### src/rtl/blinky_mem_arb.sv
// ----------------------------------------------------------------------------
// Module   : blinky_mem_arb
// Function : Two-port arbiter in front of an 8x32 register memory, with a
//            blink output that toggles every BLINK_DIV completed accesses.
// Config   : `define BLINKY_ARB_RR_EN selects round-robin arbitration;
//            otherwise port 0 has fixed priority.
// Revision : 1.0 - initial release
// ----------------------------------------------------------------------------
`default_nettype none

module blinky_mem_arb #(
  parameter int BLINK_DIV = 8
) (
  input  logic        clk,
  input  logic        rst,
  input  logic        req0_i,
  input  logic        req1_i,
  input  logic        we0_i,
  input  logic        we1_i,
  input  logic [2:0]  addr0_i,
  input  logic [2:0]  addr1_i,
  input  logic [31:0] wdata0_i,
  input  logic [31:0] wdata1_i,
  output logic        gnt0_o,
  output logic        gnt1_o,
  output logic        rvalid0_o,
  output logic        rvalid1_o,
  output logic [31:0] rdata0_o,
  output logic [31:0] rdata1_o,
  output logic        blink_o
);

  localparam int CW = (BLINK_DIV > 2) ? $clog2(BLINK_DIV) : 1;
  localparam logic [CW-1:0] CNT_LAST = CW'(BLINK_DIV - 1);

  typedef enum logic {
    IDLE   = 1'b0,
    ACCESS = 1'b1
  } state_t;

  state_t      state_q, state_d;
  logic        sel_q, sel_d;       // 0: port 0 owns the access, 1: port 1
  logic        we_q, we_d;
  logic [2:0]  addr_q, addr_d;
  logic [31:0] wdata_q, wdata_d;
  logic        gnt0_q, gnt0_d;
  logic        gnt1_q, gnt1_d;
  logic        pick1;              // arbitration winner is port 1

  logic [31:0] mem_q [8];
  logic        rvalid0_q, rvalid1_q;
  logic [31:0] rdata0_q, rdata1_q;
  logic [CW-1:0] cnt_q;
  logic        blink_q;

  // Power-up contents of the memory word at address a.
  function automatic logic [31:0] init_word(input logic [2:0] a);
    case (a)
      3'd0:    init_word = 32'h0000_00DE;
      3'd1:    init_word = 32'h0000_00AD;
      3'd2:    init_word = 32'h0000_00BE;
      3'd3:    init_word = 32'h0000_00EF;
      3'd4:    init_word = 32'h0000_0055;
      3'd5:    init_word = 32'h0000_00AA;
      3'd6:    init_word = 32'h0000_0055;
      default: init_word = 32'h0000_00AA;
    endcase
  endfunction

`ifdef BLINKY_ARB_RR_EN
  logic rr_q, rr_d;                // 1: port 1 preferred on contention

  // Winner selection: the port not granted most recently wins a tie.
  always_comb begin
    pick1 = req1_i & (~req0_i | rr_q);
    rr_d  = rr_q;
    if (state_q == IDLE && (req0_i || req1_i)) begin
      rr_d = ~pick1;
    end
  end

  // Round-robin pointer, moved only when a grant is issued.
  always_ff @(posedge clk or posedge rst) begin
    if (rst) rr_q <= 1'b0;
    else     rr_q <= rr_d;
  end
`else
  // Winner selection: port 1 only wins when port 0 is silent.
  always_comb begin
    pick1 = req1_i & ~req0_i;
  end
`endif

  // Next-state and grant logic; command latched from the winner in IDLE.
  always_comb begin
    state_d = state_q;
    sel_d   = sel_q;
    we_d    = we_q;
    addr_d  = addr_q;
    wdata_d = wdata_q;
    gnt0_d  = 1'b0;
    gnt1_d  = 1'b0;
    case (state_q)
      IDLE: begin
        if (req0_i || req1_i) begin
          state_d = ACCESS;
          sel_d   = pick1;
          we_d    = pick1 ? we1_i    : we0_i;
          addr_d  = pick1 ? addr1_i  : addr0_i;
          wdata_d = pick1 ? wdata1_i : wdata0_i;
          gnt0_d  = ~pick1;
          gnt1_d  = pick1;
        end
      end
      ACCESS:  state_d = IDLE;
      default: state_d = IDLE;
    endcase
  end

  // State, latched command and grant pulse registers.
  always_ff @(posedge clk or posedge rst) begin
    if (rst) begin
      state_q <= IDLE;
      sel_q   <= 1'b0;
      we_q    <= 1'b0;
      addr_q  <= 3'd0;
      wdata_q <= 32'd0;
      gnt0_q  <= 1'b0;
      gnt1_q  <= 1'b0;
    end else begin
      state_q <= state_d;
      sel_q   <= sel_d;
      we_q    <= we_d;
      addr_q  <= addr_d;
      wdata_q <= wdata_d;
      gnt0_q  <= gnt0_d;
      gnt1_q  <= gnt1_d;
    end
  end

  // Memory access, read-data return and completion/blink counting.
  always_ff @(posedge clk or posedge rst) begin
    if (rst) begin
      for (int i = 0; i < 8; i++) mem_q[i] <= init_word(3'(i));
      rvalid0_q <= 1'b0;
      rvalid1_q <= 1'b0;
      rdata0_q  <= 32'd0;
      rdata1_q  <= 32'd0;
      cnt_q     <= '0;
      blink_q   <= 1'b0;
    end else begin
      rvalid0_q <= 1'b0;
      rvalid1_q <= 1'b0;
      if (state_q == ACCESS) begin
        if (we_q) begin
          mem_q[addr_q] <= wdata_q;
        end else if (sel_q) begin
          rdata1_q  <= mem_q[addr_q];
          rvalid1_q <= 1'b1;
        end else begin
          rdata0_q  <= mem_q[addr_q];
          rvalid0_q <= 1'b1;
        end
        if (cnt_q == CNT_LAST) begin
          cnt_q   <= '0;
          blink_q <= ~blink_q;
        end else begin
          cnt_q <= cnt_q + CW'(1);
        end
      end
    end
  end

  assign gnt0_o    = gnt0_q;
  assign gnt1_o    = gnt1_q;
  assign rvalid0_o = rvalid0_q;
  assign rvalid1_o = rvalid1_q;
  assign rdata0_o  = rdata0_q;
  assign rdata1_o  = rdata1_q;
  assign blink_o   = blink_q;

endmodule

`default_nettype wire

### config.mk
export PLATFORM = sky130hd
export DESIGN_NAME = blinky_mem_arb
export DESIGN_NICKNAME = d
export VERILOG_FILES = /design/src/rtl/blinky_mem_arb.sv
export SDC_FILE = /design/constraint.sdc
export NUM_CORES = 1
export LEC_CHECK = 0
export ABC_CLOCK_PERIOD_IN_PS = 13600
export BUFFER_PORTS_ARGS = -buffer_cell sky130_fd_sc_hd__buf_2
export CAP_MARGIN = 20
export CELL_PAD_IN_SITES_DETAIL_PLACEMENT = 1
export CELL_PAD_IN_SITES_GLOBAL_PLACEMENT = 2
export CORE_MARGIN = 5
export CORE_UTILIZATION = 38
export CTS_CLUSTER_DIAMETER = 60
export CTS_CLUSTER_SIZE = 24
export DETAILED_ROUTE_END_ITERATION = 12
export HOLD_SLACK_MARGIN = 0.08
export PLACE_DENSITY_LB_ADDON = 0.1
export REMOVE_ABC_BUFFERS = 1
export SYNTH_ARGS = -nofsm -noshare
export SYNTH_HDL_FRONTEND = slang
export SYNTH_SLANG_ARGS = --single-unit
### constraint.sdc
create_clock -name clk -period 13.6 [get_ports clk]
set_clock_uncertainty 0.1 [all_clocks]
set_input_delay 2.72 -clock clk [delete_from_list [all_inputs] [get_ports clk]]
set_output_delay 2.72 -clock clk [all_outputs]
set_load 0.01 [all_outputs]
==> key figures, run 1 <==
Layout
  – Ant. Diodes: 0
  – Core Util, Final: a little under half
  – Nets: about 1,400
  – Fill cell count: 4,238
  – Share of layout cells above drive strength 1: 40.5%
  – Area grow syn2layout: 16.6%

Setup path
  – FF-to-FF Start: addr_q[1]
  – WP data arrival: 4.84 ns
  – R2R Path End: mem_q[196]
  – CP Class: in -> async
  – WP data required: between 10 and 15 ns
  – R2R Setup Slk: approximately 10 ns
  – R2R depth: 5
  – Crit path max fanout: 88
  – CP Launch Type: input port
  – CP Capture Type: async pin

Yosys
  – Synth Area in Adders: 0.158%
  – Count leader, synth: dfrtp_1
  – Mapped Area: 0.0159 mm²
  – Synthesized area per cell: 13.5 µm²
  – Synth warnings: 0
  – Yosys cell types: 31
  – Xor/xnor share of the synthesized area: 0.0552%
  – Yosys top cell area share: just over 50%
  – Synth Area in Compound Gates: 9.16%
  – #FFs+latches synth: 366
  – Most instantiated cells after synthesis: dfrtp_1, mux2_2, mux2i_1, a31oi_1, nor2_1
  – Top cells by area, synth: dfrtp_1, mux2_2, mux2i_1, dfstp_2, o22a_1
  – Leading area contributor after synthesis: dfrtp_1
  – Simple-Gate Fraction of Synth Area: between 3 and 4%
  – Most used flip-flop cell after synthesis: dfrtp_1
  – Post-synthesis sequential area ratio: 58.0%
  – Combinational family with the most area after synthesis: multiplexers
  – Post-synthesis async set-or-reset flop share: 100%
  – Synth Instances: 1,172
  – Mux cell area share after synthesis: 26.3%
  – Post-synth EDFFs: 0

Pwr
  – PwrDens: 221 mW/mm²
  – Comb power frac: 26.0%
  – Reg power frac: 45.8%
  – Peak VDD IR: roughly 0.13 mV
  – Clock group share of total power: 28.2%
  – Cell Int Power: 0.00284 W
  – Leak: roughly 8 nW
  – Reported net switching power: 0.00125 W
  – Sw frac: roughly 30%

Timing
  – # setup viols final: 0
  – Fin. max-slew vios: 0
  – Period utilization: 32.2%
  – Final hold violation count: 0
  – Final critical delay including setup and external delays: about 4.4 ns
  – Max Freq: about 230 MHz
  – RSZ-0062 raised after global routing: no
  – Worst-margin pin slew: 1.10 ns
  – Setup_tns: 0 ns
  – Worst rel slew slack: 26.8%

Route
  – TritonRoute pass-1 iters: 4
  – Vias: 10,000
  – DRT antenna net count: 0
  – 1st-iter DRT viols: between 400 and 500
  – DR WL/cell: 23.2 µm
  – DR DRC count: 0
  – Via/cell ratio: 5.40
  – Final wirelength: between 40,000 and 50,000 µm

Global route
  – Total gr overflow: 0
  – Antenna violations before repair: 0
  – Total GRT Usage: 18.8%
  – Largest net degree at the start of global routing: 109
  – First-pass GRT wire length: around 68,000 µm
  – Vias in the first global route: between 10,000 and 15,000

Floorplan
  – Rows: 74
  – Die Wd: approximately 210 µm
  – Core ar.: 0.0411 mm²
  – Die H: 214 µm
  – IO Pins: 145
  – Initial Util: about two fifths
  – Die area: roughly 0.046 mm²

CTS
  – Worst-case clock buffer depth: 3
  – Hold_buf cts: 0
  – TritonCTS buffer count: 37
  – Worst-path clk slew: 0.06 ns
  – Post-CTS resize count: 0
  – CTS tree: built
  – Clock sink count: 366
  – Worst skew pair latency: 0.55 ns
  – Root buf cell: clkbuf_16
  – H-tree Lvls: 2
  – Post-CTS Setup Bufs: 0

Outcome
  – Status: finished, final reports clean

Worst hold path
  – Hold/Removal Path Class: reg -> reg
  – Worst hold start: blink_o
  – Hold Path End: blink_o
  – Hold path cells: 1

Place
  – # port buffers: 144
  – Detailed Place HPWL: 24,900 µm
  – GPL Wtd Cong: 0.678

Job
  – Max Cap Viol: 0
per-stage QoR:
step / hold WS [ns] / std cells / total power (W) / instance area (µm²) / setup WS [ns]
final: 0.375 / 1854 / 0.00409 / 18500 / 9.22
after global routing: 0.406 / 1854 / 0.00435 / 18500 / 8.86
after CTS: 0.377 / 1852 / 0.00415 / 18500 / 8.80
after detailed placement: 0.365 / 1784 / 0.00298 / 17100 / 8.22
after global placement: 0.358 / 1783 / 0.00293 / 17100 / 8.25
after floorplan: 0.357 / 1087 / 0.00260 / 15400 / 0.686
per-layer routing:
layer / global-route usage [%] / share of wire, % / wire, µm / vias up
li1: - / - / - / 4537
met5: 0 / 0 / 0 / -
met4: 3.09 / 1.2 / 530 / 0
met3: 3.18 / 3.1 / 1330 / 42
met2: 30.9 / 48 / 20500 / 126
met1: 26.8 / 48 / 20700 / 5299
worst max-delay path, stage by stage:
cell	delay, ns
buf_2	0.13
inv_8	0.43
buf_4	0.32
buf_16	0.31
buf_4	0.74
power groups by stage:
| stage | logic, W | registers (W) | clock network, W |
|---|---|---|---|
| after floorplan | 0.000722 | 0.00188 | 0 |
| after global placement | 0.00105 | 0.00188 | 0 |
| after detailed placement | 0.00108 | 0.00190 | 0 |
| after CTS | 0.00108 | 0.00188 | 0.00119 |
| after global routing | 0.00118 | 0.00194 | 0.00124 |
| final | 0.00106 | 0.00188 | 0.00115 |
cell type report:
type / instances / area (µm²) / area share, %
clock buffer: 44 / 1020 / 5.54
timing repair buffer: 167 / 958 / 5.18
clock inverter: 24 / 355 / 1.92
tap: 532 / 666 / 3.60
multi-input combinational: 717 / 6270 / 33.9
sequential: 366 / 9210 / 49.8
inverter: 4 / 22.5 / 0.122
kinds of logic after synthesis:
| kind of cell | count (synthesis) |
|---|---|
| muxes | 385 |
| DFF | 366 |
| AOI/OAI and AO/OA | 206 |
| and+or+nand+nor | 123 |
| buffers and inverters | 89 |
| adders and majority gates | 2 |
| xor gates and xnor gates | 1 |
registers in the layout, indices dropped and copies added, names as in the netlist:
register   cells
mem_q        256
rdata0_o      32
rdata1_o      32
wdata_q       32
addr_q         3
cnt_q          3
blink_o        1
gnt0_o         1
gnt1_o         1
rvalid0_o      1
rvalid1_o      1
sel_q          1
state_q        1
we_q           1
placed cells by master, fill, tap and decap left out, types with 2 or more instances in the layout:
cell type   instances
nor2_1             65
clkinvlp_4          6
mux2i_1           128
nor2b_1             3
mux2_2            242
buf_4              19
bufinv_16           7
buf_16              2
nor2_4              8
buf_12              2
nand2b_2            2
nand2_1            36
clkbuf_8            3
ha_1                2
a22oi_1            36
mux2_1             15
inv_6               6
o21ai_0            36
dfrtp_1           324
buf_2             144
clkbuf_1            2
clkbuf_16          39
clkinv_4            3
inv_1               3
o22a_1             64
a31oi_1            66
dfstp_2            40
how the worst max path moves through the flow:
stage / startpoint / end / slack (ns) / depth (start not counted)
2_1_floorplan: rst / addr_q[0] / 0.69 / 1
6_report: rst / rdata0_o[1] / 9.22 / 5
3_5_place_dp: rst / wdata_q[4] / 8.22 / 4
4_1_cts: rst / mem_q[196] / 8.80 / 4
3_3_place_gp: rst / wdata_q[4] / 8.25 / 4
5_1_grt: rst / mem_q[196] / 8.86 / 5
Power figures use the tool's default switching activity.
==> run 2: changes to the inputs <==
--- a/config.mk
+++ b/config.mk
@@ -5,13 +5,13 @@
 export SDC_FILE = /design/constraint.sdc
 export NUM_CORES = 1
 export LEC_CHECK = 0
-export ABC_CLOCK_PERIOD_IN_PS = 13600
+export ABC_CLOCK_PERIOD_IN_PS = 4340
 export BUFFER_PORTS_ARGS = -buffer_cell sky130_fd_sc_hd__buf_2
 export CAP_MARGIN = 20
 export CELL_PAD_IN_SITES_DETAIL_PLACEMENT = 1
 export CELL_PAD_IN_SITES_GLOBAL_PLACEMENT = 2
 export CORE_MARGIN = 5
-export CORE_UTILIZATION = 38
+export CORE_UTILIZATION = 42
 export CTS_CLUSTER_DIAMETER = 60
 export CTS_CLUSTER_SIZE = 24
 export DETAILED_ROUTE_END_ITERATION = 12
==> constraint.sdc (replaced) <==
create_clock -name clk -period 4.34 [get_ports clk]
set_clock_uncertainty 0.1 [all_clocks]
set_input_delay 0.868 -clock clk [delete_from_list [all_inputs] [get_ports clk]]
set_output_delay 0.868 -clock clk [all_outputs]
set_load 0.01 [all_outputs]
==> key figures, run 2 (same netlist as run 1, synthesis figures left out) <==
Route
  – Metal-1 WL: 18,700 µm (-9.8%)
  – DR WL/cell: 21.4 µm (-8.2%)
  – Routed wl met3: 1130 µm (-15%)
  – DRT antenna net count: 0 (unchanged)
  – DR DRC count: 0 (unchanged)
  – Via/cell ratio: 5.42 (+0.42%)
  – Final wirelength: 39,100 µm (-9.3%)
  – DR WL met2: 18,800 µm (-8.6%)
  – Vias: 9,921 (-0.83%)
  – 1st-iter DRT viols: 347 (-20%)
  – Top Metal Used: met4
  – TritonRoute pass-1 iters: 4 (unchanged)

Setup path
  – CP Capture Type: register
  – Critical-path cell list: nand3_1, nor2_4, buf_4, mux2_2
  – Crit-path max cell delay: 1.01 ns (+0.27 ns)
  – Bufs and invs on worst path: 1 (-4)
  – CP max-delay cell: dfrtp_4
  – R2R depth: 4 (-1)
  – WP data arrival: 3.40 ns (-1.44 ns)
  – CP Launch Type: register
  – CP Class: reg -> reg
  – Crit path max-delay family: flip-flops
  – Crit path max fanout: 48 (-45%)
  – Critical path depth: 4 (-1)
  – WP data required: 4.65 ns (-9.41 ns)

Pwr
  – Leak: 8.20 nW (-0.51%)
  – Peak VDD IR: 0.344 mV (+170%)
  – PwrDens: 676 mW/mm² (+210%)
  – Total power draw: 0.0124 W (+200%)

Worst hold path
  – Hold/Removal Path Class: in -> async

CTS
  – Clock sink count: 366 (unchanged)
  – Hold_buf cts: 0 (unchanged)
  – Worst-path clk slew: 0.07 ns (about the same)
  – H-tree Lvls: 2 (unchanged)
  – CTS tree: built
  – Post-CTS resize count: 0 (unchanged)
  – Worst skew pair latency: 0.54 ns (about the same)
  – Root buf cell: clkbuf_16
  – Post-CTS Setup Bufs: 0 (unchanged)
  – Worst-case clock buffer depth: 3 (unchanged)
  – TritonCTS buffer count: 35 (-5.4%)

Layout
  – Core Util, Final: 49.0% (+4.0 points)
  – Nets: 1,372 (+0.073%)
  – Max reg flops: 256 (unchanged)
  – Ant. Diodes: 0 (unchanged)
  – Top reg by flops: mem_q
  – Commonest non-fill, non-tap cell in the layout: dfrtp_1
  – Share of layout cells above drive strength 1: 40.2% (-0.24 points)
  – Area grow syn2layout: 15.7%
  – Most frequent cells in the layout: dfrtp_1, mux2_2, buf_2, mux2i_1, a31oi_1

Place
  – GPL Wtd Cong: 0.715 (+5.5%)
  – # port buffers: 144 (unchanged)
  – Detailed Place HPWL: 24,000 µm (-3.6%)

Timing
  – # setup viols final: 0 (unchanged)
  – Max Freq: 324 MHz
  – Final hold violation count: 0 (unchanged)
  – RSZ-0062 raised after global routing: no
  – Worst-margin pin slew: 0.907 ns (-0.191 ns)
  – Final critical delay including setup and external delays: 3.09 ns
  – Setup_tns: 0 ns (unchanged)
  – Fin. max-slew vios: 0 (unchanged)
  – Period utilization: 71.2%
  – Worst rel slew slack: 39.5% (+13 points)

Floorplan
  – Initial Util: 42.3% (+3.7 points)
  – Core ar.: 0.0375 mm² (-8.8%)
  – Die H: 204 µm (-4.7%)
  – IO Pins: 145 (unchanged)
  – Rows: 71 (-4.1%)
  – Die Wd: 204 µm (-4.7%)
  – Die area: 0.0418 mm² (-9.1%)

Global route
  – Largest net degree at the start of global routing: 102 (-6.4%)
  – Total gr overflow: 0 (unchanged)
  – First-pass GRT wire length: 63,700 µm (-6.3%)
  – Total GRT Usage: 19.1% (+0.36 points)
  – Vias in the first global route: 10,900 (-1.2%)
  – Antenna violations before repair: 0 (unchanged)

Outcome
  – Status: finished, final reports clean

Job
  – Max Cap Viol: 0 (unchanged)
run 2: worst register-to-register path, delay by kind of cell (launching register included):
kind                   cells  cell delay (ns)
and+or+nand+nor            2             1.02
muxes                      1             0.41
DFF                        1             1.01
buffers and inverters      1             0.44
run 2: power by group:
part / switching, W / internal (W)
Sequential: 0.000909 / 0.00499
Clock: 0.00140 / 0.00182
Combinational: 0.00152 / 0.00177
run 2: per-layer routing:
layer / track usage (%) / vias up
li1: - / 4532
met1: 27.2 / 5219
met2: 31.9 / 130
met3: 2.59 / 40
met4: 3.61 / 0
met5: 0 / -
run 2: area by class of cell:
cell class                      instances  area, µm²
Clock buffer                           43        968
Multi-Input combinational cell        717       6270
Inverter                                4       22.5
Sequential cell                       366       9210
Timing Repair Buffer                  170       1010
Tap cell                              511        639
Fill cell                            3871      19100
Clock inverter                         20        246
run 2: worst paths after layout:
kind | start | to | slack [ns]
max | addr_q[0] | mem_q[92] | 1.25
min | rst | rdata1_o[24] | 0.36
max reg2reg | addr_q[0] | mem_q[92] | 1.25
min reg2reg | mem_q[103] | mem_q[103] | 0.38
max in group asynchronous | rst | mem_q[98] | 2.80
min in group clk | mem_q[103] | mem_q[103] | 0.38
run 2: metrics by stage:
stage / instance area (µm²) / hold slack, ns / std cells / worst slack, ns
final: 18400 / 0.360 / 1831 / 1.25
after global routing: 18400 / 0.391 / 1831 / 1.08
after CTS: 18300 / 0.387 / 1830 / 1.21
after detailed placement: 17100 / 0.357 / 1767 / 1.21
after global placement: 17100 / 0.360 / 1765 / 1.26
after floorplan: 15400 / 0.357 / 1087 / -6.72
